$ cat src/rtl/fifo_ctrl.sv
// rtl/fifo_ctrl.sv - single-clock FIFO sequencer for the fifo_memory array.
// Optional almost_full/almost_empty flags are enabled by defining FIFO_ALMOST_EN.
module fifo_ctrl #(
  parameter int DATA_WIDTH = 4,
  parameter int ADDR_WIDTH = 3,
  parameter int AF_LEVEL   = 6,
  parameter int AE_LEVEL   = 1
) (
  input  logic                  clk,
  input  logic                  rst,
  input  logic                  flush,
  input  logic                  push,
  input  logic [DATA_WIDTH-1:0] push_data,
  input  logic                  pop,
  output logic [DATA_WIDTH-1:0] pop_data,
  output logic                  pop_valid,
  output logic                  full,
  output logic                  empty,
  output logic [ADDR_WIDTH:0]   count,
  output logic                  overflow,
  output logic                  underflow,
  output logic                  almost_full,
  output logic                  almost_empty,
  output logic                  mem_wen,
  output logic [ADDR_WIDTH-1:0] mem_waddr,
  output logic [DATA_WIDTH-1:0] mem_wdata,
  output logic                  mem_ren,
  output logic [ADDR_WIDTH-1:0] mem_raddr,
  input  logic [DATA_WIDTH-1:0] mem_rdata
);

  localparam int PW = ADDR_WIDTH + 1;
  localparam logic [PW-1:0] AF_L = PW'(AF_LEVEL);
  localparam logic [PW-1:0] AE_L = PW'(AE_LEVEL);

  typedef enum logic {CLR = 1'b0, RUN = 1'b1} state_t;

  state_t        state, state_nxt;
  logic [PW-1:0] wptr, rptr, wptr_nxt, rptr_nxt, count_nxt;
  logic          run_act, push_acc, pop_acc, clear;

  always_ff @(posedge clk) begin
    if (rst) state <= CLR;
    else     state <= state_nxt;
  end

  always_comb begin
    state_nxt = state;
    case (state)
      CLR:     state_nxt = RUN;
      RUN:     if (flush) state_nxt = CLR;
      default: state_nxt = CLR;
    endcase
  end

  always_comb begin
    mem_ren = (state == RUN);
  end

  // A flush cycle swallows any push/pop presented alongside it.
  assign run_act  = (state == RUN) && !flush;
  assign pop_acc  = run_act && pop && !empty;
  assign push_acc = run_act && push && (!full || pop_acc);
  assign clear    = rst || ((state == RUN) && flush);

  assign wptr_nxt = wptr + PW'(push_acc);
  assign rptr_nxt = rptr + PW'(pop_acc);

  always_comb begin
    count_nxt = count;
    case ({push_acc, pop_acc})
      2'b10:   count_nxt = count + PW'(1);
      2'b01:   count_nxt = count - PW'(1);
      default: count_nxt = count;
    endcase
  end

  assign mem_wen   = push_acc;
  assign mem_waddr = wptr[ADDR_WIDTH-1:0];
  assign mem_wdata = push_data;
  assign mem_raddr = rptr[ADDR_WIDTH-1:0];
  assign pop_data  = mem_rdata;

  always_ff @(posedge clk) begin
    if (clear) begin
      wptr      <= '0;
      rptr      <= '0;
      count     <= '0;
      empty     <= 1'b1;
      full      <= 1'b0;
      pop_valid <= 1'b0;
    end else begin
      wptr      <= wptr_nxt;
      rptr      <= rptr_nxt;
      count     <= count_nxt;
      empty     <= (wptr_nxt == rptr_nxt);
      full      <= (wptr_nxt[ADDR_WIDTH] != rptr_nxt[ADDR_WIDTH]) &&
                   (wptr_nxt[ADDR_WIDTH-1:0] == rptr_nxt[ADDR_WIDTH-1:0]);
      pop_valid <= pop_acc;
    end
  end

  // Error flags survive a flush; only rst clears them.
  always_ff @(posedge clk) begin
    if (rst) begin
      overflow  <= 1'b0;
      underflow <= 1'b0;
    end else begin
      if (run_act && push && full && !pop_acc) overflow <= 1'b1;
      if (run_act && pop && empty)             underflow <= 1'b1;
    end
  end

`ifdef FIFO_ALMOST_EN
  always_ff @(posedge clk) begin
    if (clear) begin
      almost_full  <= 1'b0;
      almost_empty <= 1'b1;
    end else begin
      almost_full  <= (count_nxt >= AF_L);
      almost_empty <= (count_nxt <= AE_L);
    end
  end
`else
  logic unused_levels;
  assign unused_levels = ^{AF_L, AE_L};
  assign almost_full   = 1'b0;
  assign almost_empty  = 1'b0;
`endif

endmodule
$ cat config.mk
export PLATFORM = sky130hd
export DESIGN_NAME = fifo_ctrl
export DESIGN_NICKNAME = d
export VERILOG_FILES = /design/src/rtl/fifo_ctrl.sv
export SDC_FILE = /design/constraint.sdc
export NUM_CORES = 1
export LEC_CHECK = 0
export ABC_CLOCK_PERIOD_IN_PS = 4400
export BUFFER_PORTS_ARGS = -buffer_cell sky130_fd_sc_hd__buf_2
export CORE_MARGIN = 2
export CORE_UTILIZATION = 40
export DETAILED_ROUTE_END_ITERATION = 10
export GPL_ROUTABILITY_DRIVEN = 0
export PLACE_DENSITY = 0.75
export SYNTH_ARGS = -nofsm -noshare
export SYNTH_HDL_FRONTEND = slang
export SYNTH_SLANG_ARGS = --single-unit
$ cat constraint.sdc
create_clock -name clk -period 4.4 [get_ports clk]
set_input_delay 0 -clock clk [delete_from_list [all_inputs] [get_ports clk]]
set_output_delay 0 -clock clk [all_outputs]
set_load 0.005 [all_outputs]
==> results.toml <==
[pwr]
ir_worst_vdd_uv = 210
p_leak_nw = 0.487
power.total_mw = 0.293
power_density_nw_per_um2 = 295

[timing]
final-hold-violation-count = 1
setup_viol = 0
fin_crit_sh_pct = 48.4
slew_viol_final = 0
fin_tns_setup_ns = 0
holdWs_ns = -0.00270
setup_slack_ns = 2.27
min_period_ns = 2.13
finClkSkew_ns = 0.00262
rsz0062_at_grt = "false"
max_freq_ghz = 0.470

[status]
violations = "hold timing"
outcome = "complete, but fails checks"

[global_route]
antenna_found_initial = 0
grt_usage_pct = 11.8
grt_pass1_vias = 555
grt_overflow_total = 0
grt_max_degree = 13
grt_pass1_wl_um = 2280

[synth]
synth-seq-area-share_pct = 39.0
synthCells = 98
postSynthAreaPerCell_um2 = 9.44
yosys_warnings = 0
yosysUniqueCellTypes = 28
ys_ff_latch = 18
netlist_area_um2 = 925

[clock_tree]
clkTransAtPathRegs_ns = 0.11
worstSkewPairLatency_ns = 0.30
cts_buffer_depth = 2
cts_sinks = 18
clockRootBuffer = "clkbuf_4"
htree_levels = 1
tritoncts = "done"
cts_setup_buffers = 0
cts_inserted_buffers = 3

[critical_path]
worstSetupPathType = "flop to flop"
cp-start-kind = "flop"
crit_chain = "nand4b_1 > nand2_1 > nand2_1 > ha_1 > xor2_1 > ha_1 > a21oi_1 > xor2_1 > or3_1 > a21oi_1"
worst-path-max-fanout = 5
cp_slowest_stage_delay_ns = 0.40
setup.worst_path.end_class = "flop"
cp.required_ns = 4.64
arrival_ns = 2.37
cpMaxStageDelayCell = "dfxtp_1"

[route]
ant_nets = 0
viasPerCell = 4.89
totalWireLength_um = 1550
detail_route.iter0.violations = 7
drtPass1Iterations = 4
wire_per_inst_um = 11.4
drc_errors = 0
num_vias = 665

[cells_and_area]
multi_input_area_um2 = 433
area_growth_pct = 7.17
diodes = 0
fill_cells = 212
final_nets = 129
drive_above_1_share_pct = 25.0
seq_area_um2 = 360

[job]
maxCapViolations = 0

[die]
std_cell_rows = 17
ios = 40
start_util_pct = 42.2
die_h_um = 52.1
die_x_um = 52.1
die_area_um2 = 2710
coreArea_um2 = 2190

[hold_path]
hold_path_class = "input pin to flop"

[placed_design]
pre_cts_slack_ns = 2.29
io_buffers = 21
post-dp-hpwl_um = 1200
cells in the mapped netlist:
cell	count	area share, %
a21o_1	1	0.81
a21oi_1	2	1.1
a21oi_2	1	0.95
a31o_1	1	0.95
a31oi_1	1	0.68
a41o_1	1	1.1
a41oi_1	1	0.95
and2_1	5	3.4
and3_1	1	0.68
buf_4	16	13
clkbuf_1	1	0.41
conb_1	1	0.41
dfxtp_1	18	39
ha_1	7	9.5
inv_1	3	1.2
mux2i_1	1	1.1
nand2_1	3	1.2
nand3_1	4	2.2
nand4_1	1	0.68
nand4b_1	2	1.9
nor2_1	10	4.1
nor2b_1	1	0.68
nor3_1	1	0.54
o21ai_0	2	1.1
or3_1	1	0.68
or4b_4	1	1.5
xnor2_1	6	5.7
xor2_1	5	4.7
power breakdown:
part,switching (mW),internal [mW],leakage [nW]
logic,0.0107,0.00893,0.320
clock network,0.0550,0.0505,0.0210
registers,0.00213,0.166,0.146
total,0.0678,0.225,0.487
final cells by class:
cell class	count	share of cell area (%)
multi-input combinational	61	43.7
clock buffer	4	3.66
inverter	3	1.14
tap	28	3.54
sequential	18	36.4
timing repair buffer	22	11.6
path summary, 6_finish.rpt:
path / start / endpoint / slack (ns) / cells after the start
max: mem_ren$_SDFF_PP0_ / count[2]$_SDFFE_PP0P_ / 2.27 / 10
max reg2reg: mem_ren$_SDFF_PP0_ / count[2]$_SDFFE_PP0P_ / 2.27 / 10
min: pop / underflow$_SDFFE_PP0P_ / -0.003 / 3
min reg2reg: underflow$_SDFFE_PP0P_ / underflow$_SDFFE_PP0P_ / 0.48 / 2
critical path: cells and delay by family (launching register included):
kind                       cells  cell delay [ns]
and+or+nand+nor                4             0.71
DFF                            1             0.40
AOI/OAI and AO/OA              2             0.27
xor gates and xnor gates       2             0.25
adders and majority gates      2             0.45
layout by cell type, fill, tap and decap left out, drive strengths merged:
master and count:
nand4b 2, nand4 1, xor2 5, or4b 1
or3 1, nand3 4, buf 21, dfxtp 18
clkbuf 4, nor2b 1, inv 3, a41o 1
conb 2, o21ai 2, a41oi 1, a21oi 3
nor2 10, nor3 1, ha 7, dlygate4sd3 1
nand2 3, and2 5, a31o 1, mux2i 1
a21o 1, a31oi 1, xnor2 6, and3 1
through the flow:
stage | util [%] | area, µm² | std cells | hold slack, ns
after detailed placement | 43.1 | 945 | 131 | 0.0000346
after floorplan | - | 928 | 99 | 0.0724
after CTS | 45.2 | 991 | 136 | 0.0000346
final | 45.2 | 991 | 136 | -0.00270
after global routing | 45.2 | 991 | 136 | 0.00000798
after global placement | 43.1 | 945 | 131 | 0.0000346
what timing repair did:
| action | in CTS | in global routing |
|---|---|---|
| endpoints found under the hold margin | 2 | 0 |
| resized for setup | 0 | 0 |
| hold buffers | 1 | 0 |
flip-flops by register name, indices dropped and copies added, names as in the netlist:
name       flops
count          4
rptr           4
wptr           4
empty          1
full           1
mem_ren        1
overflow       1
pop_valid      1
underflow      1
layer usage:
| layer | GRT usage, % | share of wire [%] |
|---|---|---|
| met1 | 12.0 | 42 |
| met2 | 20.3 | 50 |
| met3 | 6.03 | 7.8 |
| met4 | 4.39 | 0.65 |
| met5 | 0 | 0 |
kinds of logic after synthesis:
logic type                 synth area share, %
muxes                                     1.08
adders and majority gates                 9.47
AOI/OAI and AO/OA                         7.58
DFF                                       39.0
other                                    0.406
and+or+nand+nor                           17.5
xor gates and xnor gates                  10.4
buffers and inverters                     14.6
No activity file was read; power rests on OpenSTA's default activity.
